==> src/rtl/clkdiv_reset_gen.sv <==
// Reset sequencer with debounced manual request and per-channel clock dividers.
// Dividers are held cleared for the entire stretched reset window.
module clkdiv_reset_gen #(
    parameter int NUM_CH          = 2,
    parameter int CNT_W           = 16,
    parameter int HOLD_CYCLES     = 4,
    parameter int DEBOUNCE_CYCLES = 3
) (
    input  logic                    clk,
    input  logic                    n_rst,
    input  logic                    manual_rst,
    input  logic [NUM_CH-1:0]       enable,
    input  logic [NUM_CH*CNT_W-1:0] div_val,
    output logic [NUM_CH-1:0]       tick,
    output logic [NUM_CH-1:0]       square,
    output logic                    sys_rst,
    output logic                    rst_done
);

    typedef enum logic {HOLD = 1'b0, RUN = 1'b1} state_t;

    localparam logic [3:0] DB_MAX    = 4'(DEBOUNCE_CYCLES);
    localparam logic [7:0] HOLD_LAST = 8'(HOLD_CYCLES - 1);

    state_t     state, state_n;
    logic [7:0] hold_cnt, hold_n;
    logic       sync1, sync2;
    logic [3:0] db_cnt;
    logic       accept;
    logic       clr;

    always_ff @(posedge clk or negedge n_rst) begin
        if (!n_rst) begin
            sync1 <= 1'b0;
            sync2 <= 1'b0;
        end else begin
            sync1 <= manual_rst;
            sync2 <= sync1;
        end
    end

    always_ff @(posedge clk or negedge n_rst) begin
        if (!n_rst) begin
            db_cnt <= 4'd0;
        end else if (!sync2) begin
            db_cnt <= 4'd0;
        end else if (db_cnt != DB_MAX) begin
            db_cnt <= db_cnt + 4'd1;
        end
    end

    // Fires only on the step into saturation, so a held button requests once.
    assign accept = sync2 && (db_cnt == DB_MAX - 4'd1);

    always_ff @(posedge clk or negedge n_rst) begin
        if (!n_rst) begin
            state    <= HOLD;
            hold_cnt <= 8'd0;
        end else begin
            state    <= state_n;
            hold_cnt <= hold_n;
        end
    end

    always_comb begin
        state_n = state;
        hold_n  = hold_cnt;
        unique case (state)
            HOLD: begin
                if (accept) begin
                    hold_n = 8'd0;
                end else if (hold_cnt == HOLD_LAST) begin
                    state_n = RUN;
                    hold_n  = 8'd0;
                end else begin
                    hold_n = hold_cnt + 8'd1;
                end
            end
            RUN: begin
                if (accept) begin
                    state_n = HOLD;
                    hold_n  = 8'd0;
                end
            end
        endcase
    end

    always_comb begin
        sys_rst  = 1'b1;
        rst_done = 1'b0;
        unique case (state)
            HOLD: begin
                sys_rst  = 1'b1;
                rst_done = 1'b0;
            end
            RUN: begin
                sys_rst  = 1'b0;
                rst_done = 1'b1;
            end
        endcase
    end

    // Channels clear on the same edge sys_rst rises.
    assign clr = (state_n == HOLD);

    for (genvar g = 0; g < NUM_CH; g++) begin : g_ch
        logic [CNT_W-1:0] count;
        logic [CNT_W-1:0] dv;
        logic             tk;
        logic             sq;

        assign dv        = div_val[g*CNT_W +: CNT_W];
        assign tick[g]   = tk;
        assign square[g] = sq;

        always_ff @(posedge clk or negedge n_rst) begin
            if (!n_rst) begin
                count <= '0;
                tk    <= 1'b0;
                sq    <= 1'b0;
            end else if (clr) begin
                count <= '0;
                tk    <= 1'b0;
                sq    <= 1'b0;
            end else if (!enable[g]) begin
                tk <= 1'b0;
            end else if (count >= dv) begin
                count <= '0;
                tk    <= 1'b1;
                sq    <= ~sq;
            end else begin
                count <= count + {{(CNT_W-1){1'b0}}, 1'b1};
                tk    <= 1'b0;
            end
        end
    end

endmodule

==> config.mk <==
export PLATFORM = sky130hd
export DESIGN_NAME = clkdiv_reset_gen
export DESIGN_NICKNAME = d
export VERILOG_FILES = /design/src/rtl/clkdiv_reset_gen.sv
export SDC_FILE = /design/constraint.sdc
export NUM_CORES = 1
export LEC_CHECK = 0
export ABC_AREA = 1
export CORE_ASPECT_RATIO = 2
export CORE_UTILIZATION = 57
export DETAILED_ROUTE_END_ITERATION = 8
export PLACE_DENSITY = 0.92
export SYNTH_ARGS = -nofsm -noshare
export SYNTH_HDL_FRONTEND = slang
export SYNTH_SLANG_ARGS = --single-unit
==> constraint.sdc <==
create_clock -name clk -period 1.9 [get_ports clk]
set_input_delay 0.19 -clock clk [delete_from_list [all_inputs] [get_ports clk]]
set_output_delay 0.19 -clock clk [all_outputs]
set_load 0.02 [all_outputs]
==> impl_metrics.csv, run 1 <==
group,metric,value,unit
power,leakagePower,2.380,nW
min_path,hp-class,"in -> async",
routing,wire_per_inst,13.89,microns
die,rows,41,
power,clkPwrFrac,31.7,%
layout,nets,647,
layout,final_cell_mix,"132 x nand2_1, 96 x inv_1, 55 x nor2_1",
timing,slew_viol_final,0,
yosys,syn_nets,585,
routing,drt-total-wl,9170,microns
yosys,netlist_area,3664,sq um
layout,utilization,73.19,%
setup_path,crit_end,"g_ch[1].sq",
power,switching_share,35.83,%
layout,layout_commonest_cell,"nand2_1",
yosys,ys_types,31,
timing,clock.fmax,544.9,MHz
place,gp_congestion,0.8956,
setup_path,path_buf_inv,1,
routing,dr.pass1.iters,5,
die,fp.dieH,115.4,microns
die,ios,43,
clocking,hold_buffers,0,
timing,slew_headroom,55.30,%
setup_path,reg2reg_slack,60,ps
global_routing,grt.total_usage,27.29,%
power,p_seq_share,34.9,%
status,status,"finished, violations left",
layout,drive_gt1_share,10.28,%
yosys,avgSynthCellArea,7.169,sq um
global_routing,antenna_found_initial,0,
setup_path,reg2reg_depth,12,
power,p_int,2.387,mW
setup_path,worst_setup_path_start_kind,"register",
global_routing,grt_pass1_vias,3375,
routing,drt-vias-per-instance,5.327,
clocking,cts_tree,"yes",
routing,drt_iter0_markers,156,
timing,min_period_over_period,96.59,%
yosys,synth_warnings,0,
setup_path,slowest_delay,450,ps
setup_path,critical_path.cell_chain,"ha_4 -> nand2_1 -> nor2_2 -> and2_4 -> nor2_1 -> nand2_1 -> nand2_1 -> nand2_2 -> nand2_4 -> buf_4 -> nand3_1 -> nand2_1",
setup_path,cp.depth,12,
status,violations,"negative hold slack",
yosys,synth_seq_cells,51,
yosys,synth_ff_type,"dfrtp_1",
setup_path,crit_top_cell,"nand2_1",
die,die_x,58.69,microns
setup_path,critPathCaptureType,"register",
power,power_density,812.1,nW/um^2
power,ir_drop,0.8231,mV
power,p_comb_share,33.4,%
place,placed_area,4195,sq um
routing,via_count,3516,
clocking,h-tree-depth,2,
power,finalPower,3.720,mW
setup_path,required,2090,ps
job,drv_cap,0,
timing,hold_slack,-13.40,ps
layout,stdcell_area,4581,sq um
clocking,numCtsBuffers,5,
global_routing,grt_pass1_wl,14010,microns
place,hpwl,6379,microns
clocking,cts_root_buffer,"clkbuf_16",
power,switching_power,1.333,mW
die,die-area,6771,sq um
layout,fillers,451,
setup_path,critical-path-top-delay-family,"simple AND/OR/NAND/NOR gates",
timing,clock_skew,5.989,ps
yosys,async_reset_ff_share,100.0,%
layout,syn_to_final_growth,25.03,%
yosys,synth_edf_count,0,
setup_path,rr_startpoint,"g_ch[1].count[5]",
yosys,synth-seq-area-share,34.84,%
layout,antenna_cells,0,
clocking,cts.sinks,51,
timing,hold_viol,7,
place,io_buffers,42,
setup_path,worst_path_max_delay_cell,"dfrtp_1",
layout,regArea,1277,sq um
setup_path,reg2reg_to,"g_ch[1].sq",
clocking,clk-insertion-delay-late,300,ps
setup_path,crit_type,"reg -> reg",
setup_path,critPathMaxFanout,4,
setup_path,arrival,2030,ps
timing,setup_violations,0,
timing,worst_slew_pin_slew,670.4,ps
routing,drc,0,
die,coreArea,6259,sq um
setup_path,startpoint,"g_ch[1].count[5]",
timing,period_needed,1835,ps
global_routing,grt_overflow,0,
die,start_util,58.54,%
yosys,syn_inst,511,
clocking,path_clk_slew,70,ps
layout,multi_input_area,2052,sq um
clocking,clockBufferDepth,2,
routing,antenna_left,0,
global_routing,grt_max_degree,52,
==> cell type report <==
| cell class | count | area share (%) |
|---|---|---|
| clock buffer | 5 | 2.731 |
| clock inverter | 3 | 1.475 |
| inverter | 99 | 8.167 |
| multi-input combinational | 353 | 44.80 |
| tap | 86 | 2.349 |
| sequential | 51 | 27.89 |
| timing repair buffer | 63 | 12.59 |
==> flip-flops by register name, indices dropped and copies added, names as in the netlist <==
signal	flops
db_cnt	4
g_ch.count	32
g_ch.sq	2
g_ch.tk	2
hold_cnt	8
state	1
sync1	1
sync2	1
==> power groups by stage <==
stage               sequential, mW  clock [mW]  combinational [mW]
finish                        1.30        1.18                1.24
global route                  1.31        1.24                1.38
CTS                           1.29        1.19                1.13
detailed placement            1.31           0                1.11
global placement              1.30           0                1.07
floorplan                     1.31           0               0.747
==> cells in the mapped netlist (7+ instances only) <==
cell	instances	area, sq um
nand4_1	13	81.33
dfrtp_1	51	1276
o21ai_0	10	50.05
a21oi_1	16	80.08
inv_1	97	364.1
nor2_1	63	236.5
nor3_1	7	35.03
nand3_1	33	165.2
nand2_1	134	503.0
ha_1	37	462.9
xor2_1	12	105.1
==> what timing repair did <==
action | in CTS | in global routing
resized for setup | 1 | 24
endpoints found under the setup margin | 13 | 30
gates cloned | 0 | 1
setup buffers | 0 | 10
pin swaps | 0 | 2
==> metrics by stage <==
step | setup slack (ps) | setup TNS, ps | cells
final | 64.73 | 0 | 660
after floorplan | 205.2 | 0 | 511
after global routing | -116.5 | -1783 | 660
after global placement | -160.9 | -3445 | 641
after CTS | 33.95 | 0 | 649
after detailed placement | -308.1 | -6447 | 641
==> worst min path at each step <==
stage,startpoint,to,slack [ps],cells past startpoint
global route,n_rst,g_ch[1].tk,50,2
global placement,n_rst,sync2,340,2
detailed placement,sync1,sync2,340,0
CTS,n_rst,g_ch[0].count[4],30,2
floorplan,n_rst,db_cnt[0],-110,0
finish,n_rst,g_ch[1].tk,-10,2
==> metal layers <==
| layer | global-route usage (%) | vias up | part of all wire (%) |
|---|---|---|---|
| met3 | 4.949 | 48 | 4.3 |
| met2 | 51.80 | 134 | 56 |
| met5 | 0 | - | 0 |
| met1 | 25.56 | 1617 | 35 |
| met4 | 17.30 | 0 | 5.5 |
| li1 | - | 1717 | - |
==> kinds of logic after synthesis <==
group                      after synthesis  share of synthesized area (%)
and+or+nand+nor                        264                          30.98
buffers and inverters                  108                          12.23
DFF                                     51                          34.84
adders and majority gates               37                          12.64
AOI/OAI and AO/OA                       36                          5.704
xor gates and xnor gates                14                          3.347
muxes                                    1                         0.2732
(Power assumes the default switching activity.)
==> inputs of run 2 (changes only) <==
--- a/config.mk
+++ b/config.mk
@@ -7,7 +7,9 @@
 export LEC_CHECK = 0
 export ABC_AREA = 1
 export CORE_ASPECT_RATIO = 2
+export CORE_MARGIN = 10
 export CORE_UTILIZATION = 57
+export CTS_CLUSTER_DIAMETER = 100
 export DETAILED_ROUTE_END_ITERATION = 8
 export PLACE_DENSITY = 0.92
 export SYNTH_ARGS = -nofsm -noshare
==> run 2 against run 1 <==
Effect of this change:
- the run still ends with negative hold slack left
- worst setup slack got worse by 36 ps
- die area up 51%
- global-route usage decreased by 9.0 points
- highest routed layer unchanged
==> impl_metrics.csv, run 2 (same netlist as run 1, synthesis figures left out) <==
group,metric,value,unit
status,status,"finished, violations left",
status,violations,"negative hold slack",
routing,dr.pass1.iters,4,
place,gp_congestion,0.8931,
place,place_inst,641,
timing,setup_violations,0,
routing,wire_per_inst,15.02,microns
clocking,cts_root_buffer,"clkbuf_16",
setup_path,required,2130,ps
die,rows,41,
die,ios,43,
routing,via_count,3554,
layout,layout_commonest_cell,"nand2_1",
setup_path,critPathMaxFanout,8,
timing,hold_viol,4,
global_routing,grt_overflow,0,
power,ir_drop,0.5722,mV
clocking,h-tree-depth,2,
min_path,hp-class,"in -> async",
layout,utilization,72.13,%
clocking,hold_buffers,0,
layout,antenna_cells,0,
routing,drt-total-wl,9825,microns
die,start_util,58.54,%
layout,reg.largest.list,"g_ch.count: 32 flops, hold_cnt: 8 flops, db_cnt: 4 flops",
timing,clock.fmax,534.5,MHz
power,leakagePower,2.340,nW
layout,final_cell_mix,"129 x nand2_1, 96 x inv_1, 53 x nor2_1",
die,die_x,76.69,microns
routing,drc,0,
routing,drt_iter0_markers,271,
timing,clock_skew,5.847,ps
power,power_density,817.6,nW/um^2
routing,drt-vias-per-instance,5.434,
timing,worst_slew_pin_slew,661.4,ps
layout,syn_to_final_growth,23.22,%
layout,nets,641,
clocking,clk-insertion-delay-late,300,ps
global_routing,antenna_found_initial,0,
global_routing,grt_pass1_vias,3676,
timing,period_needed,1871,ps
timing,min_period_over_period,98.47,%
layout,largest_reg_flops,32,
clocking,numCtsBuffers,5,
layout,drive_gt1_share,10.21,%
die,coreArea,6259,sq um
timing,hold_slack,-4.062,ps
setup_path,crit_type,"reg -> reg",
job,drv_cap,0,
routing,antenna_left,0,
setup_path,arrival,2100,ps
timing,slew_viol_final,0,
layout,regMostFlops,"g_ch.count",
place,hpwl,7187,microns
setup_path,critPathCaptureType,"register",
place,io_buffers,42,
die,fp.dieH,133.4,microns
clocking,cts_tree,"yes",
clocking,clockBufferDepth,2,
global_routing,grt_max_degree,52,
die,die-area,10230,sq um
global_routing,grt_pass1_wl,15610,microns
timing,slew_headroom,55.90,%
clocking,path_clk_slew,70,ps
global_routing,grt.total_usage,18.28,%
clocking,cts.sinks,51,
setup_path,worst_setup_path_start_kind,"register",
layout,fin_cells,654,
layout,fillers,462,
[run 2: cell types whose count changed in the layout (fill, tap and decap cells not counted), moves of 2 or more]
cell	delta
buf_4	-6
nand2_1	-3
nand2_2	+3
nand3_2	+3
nand3_4	-2
nor2_1	-2
nor2_2	+4
nor2_4	-2
[run 2: worst paths after layout]
check                      cells after the start  slack [ps]                to             start
setup reg to reg                              11          30  g_ch[0].count[3]  g_ch[0].count[3]
max in group asynchronous                      2        1430  g_ch[0].count[4]             n_rst
hold reg to reg                                0         350             sync2             sync1
min in group clk                               1         330             sync1        manual_rst
hold / removal                                 2          -4  g_ch[0].count[5]             n_rst
setup / recovery                              11          30  g_ch[0].count[3]  g_ch[0].count[3]
[run 2: cell type report]
class                      count  area, sq um  area share [%]
inverter                      99        374.1           8.287
multi-input combinational    352         2022           44.79
sequential                    51         1279           28.33
tap                           86        107.6           2.384
clock inverter                 2        60.06           1.330
timing repair buffer          58        543.0           12.03
clock buffer                   6        128.9           2.855
[run 2: per-stage QoR]
stage,cell area [sq um],hold slack (ps),TNS (ps),worst slack [ps],total power [mW]
finish,4514,-4.062,0,29.01,3.691
global route,4514,47.08,-712.2,-100.4,3.875
CTS,4389,21.70,0,9.819,3.596
detailed placement,4195,336.3,-4683,-204.6,2.439
global placement,4195,336.1,-3032,-127.4,2.373
floorplan,3664,-105.6,0,205.2,2.054
[run 2: where the power goes]
part / switching [mW] / internal [mW] / leakage [nW]
logic: 0.762 / 0.442 / 1.56
registers: 0.126 / 1.19 / 0.692
clock network: 0.415 / 0.756 / 0.0911
total: 1.30 / 2.39 / 2.34
[run 2: metal layers]
| layer | vias up | track usage (%) | part of all wire, % |
|---|---|---|---|
| met5 | - | 0 | 0 |
| met4 | 0 | 10.60 | 5.4 |
| met3 | 42 | 2.493 | 3.4 |
| met2 | 120 | 36.57 | 57 |
| met1 | 1690 | 16.45 | 35 |
| li1 | 1702 | - | - |
[run 2: repair_timing]
action                     in CTS  in global routing
pin swaps                       0                  3
hold endpoints to repair        0                  0
buffers inserted                0                  5
setup endpoints to repair       1                 30
resized for setup               1                 26
[run 2: worst max-delay path: stages (launching register included)]
cell	delay, ps
dfrtp_1	440
ha_1	350
a21oi_2	180
nand2_1	70
nand2_1	60
nand2_1	90
nand2_2	100
nand2_2	60
nand2_2	110
nand2_4	80
buf_6	150
nor2_2	120
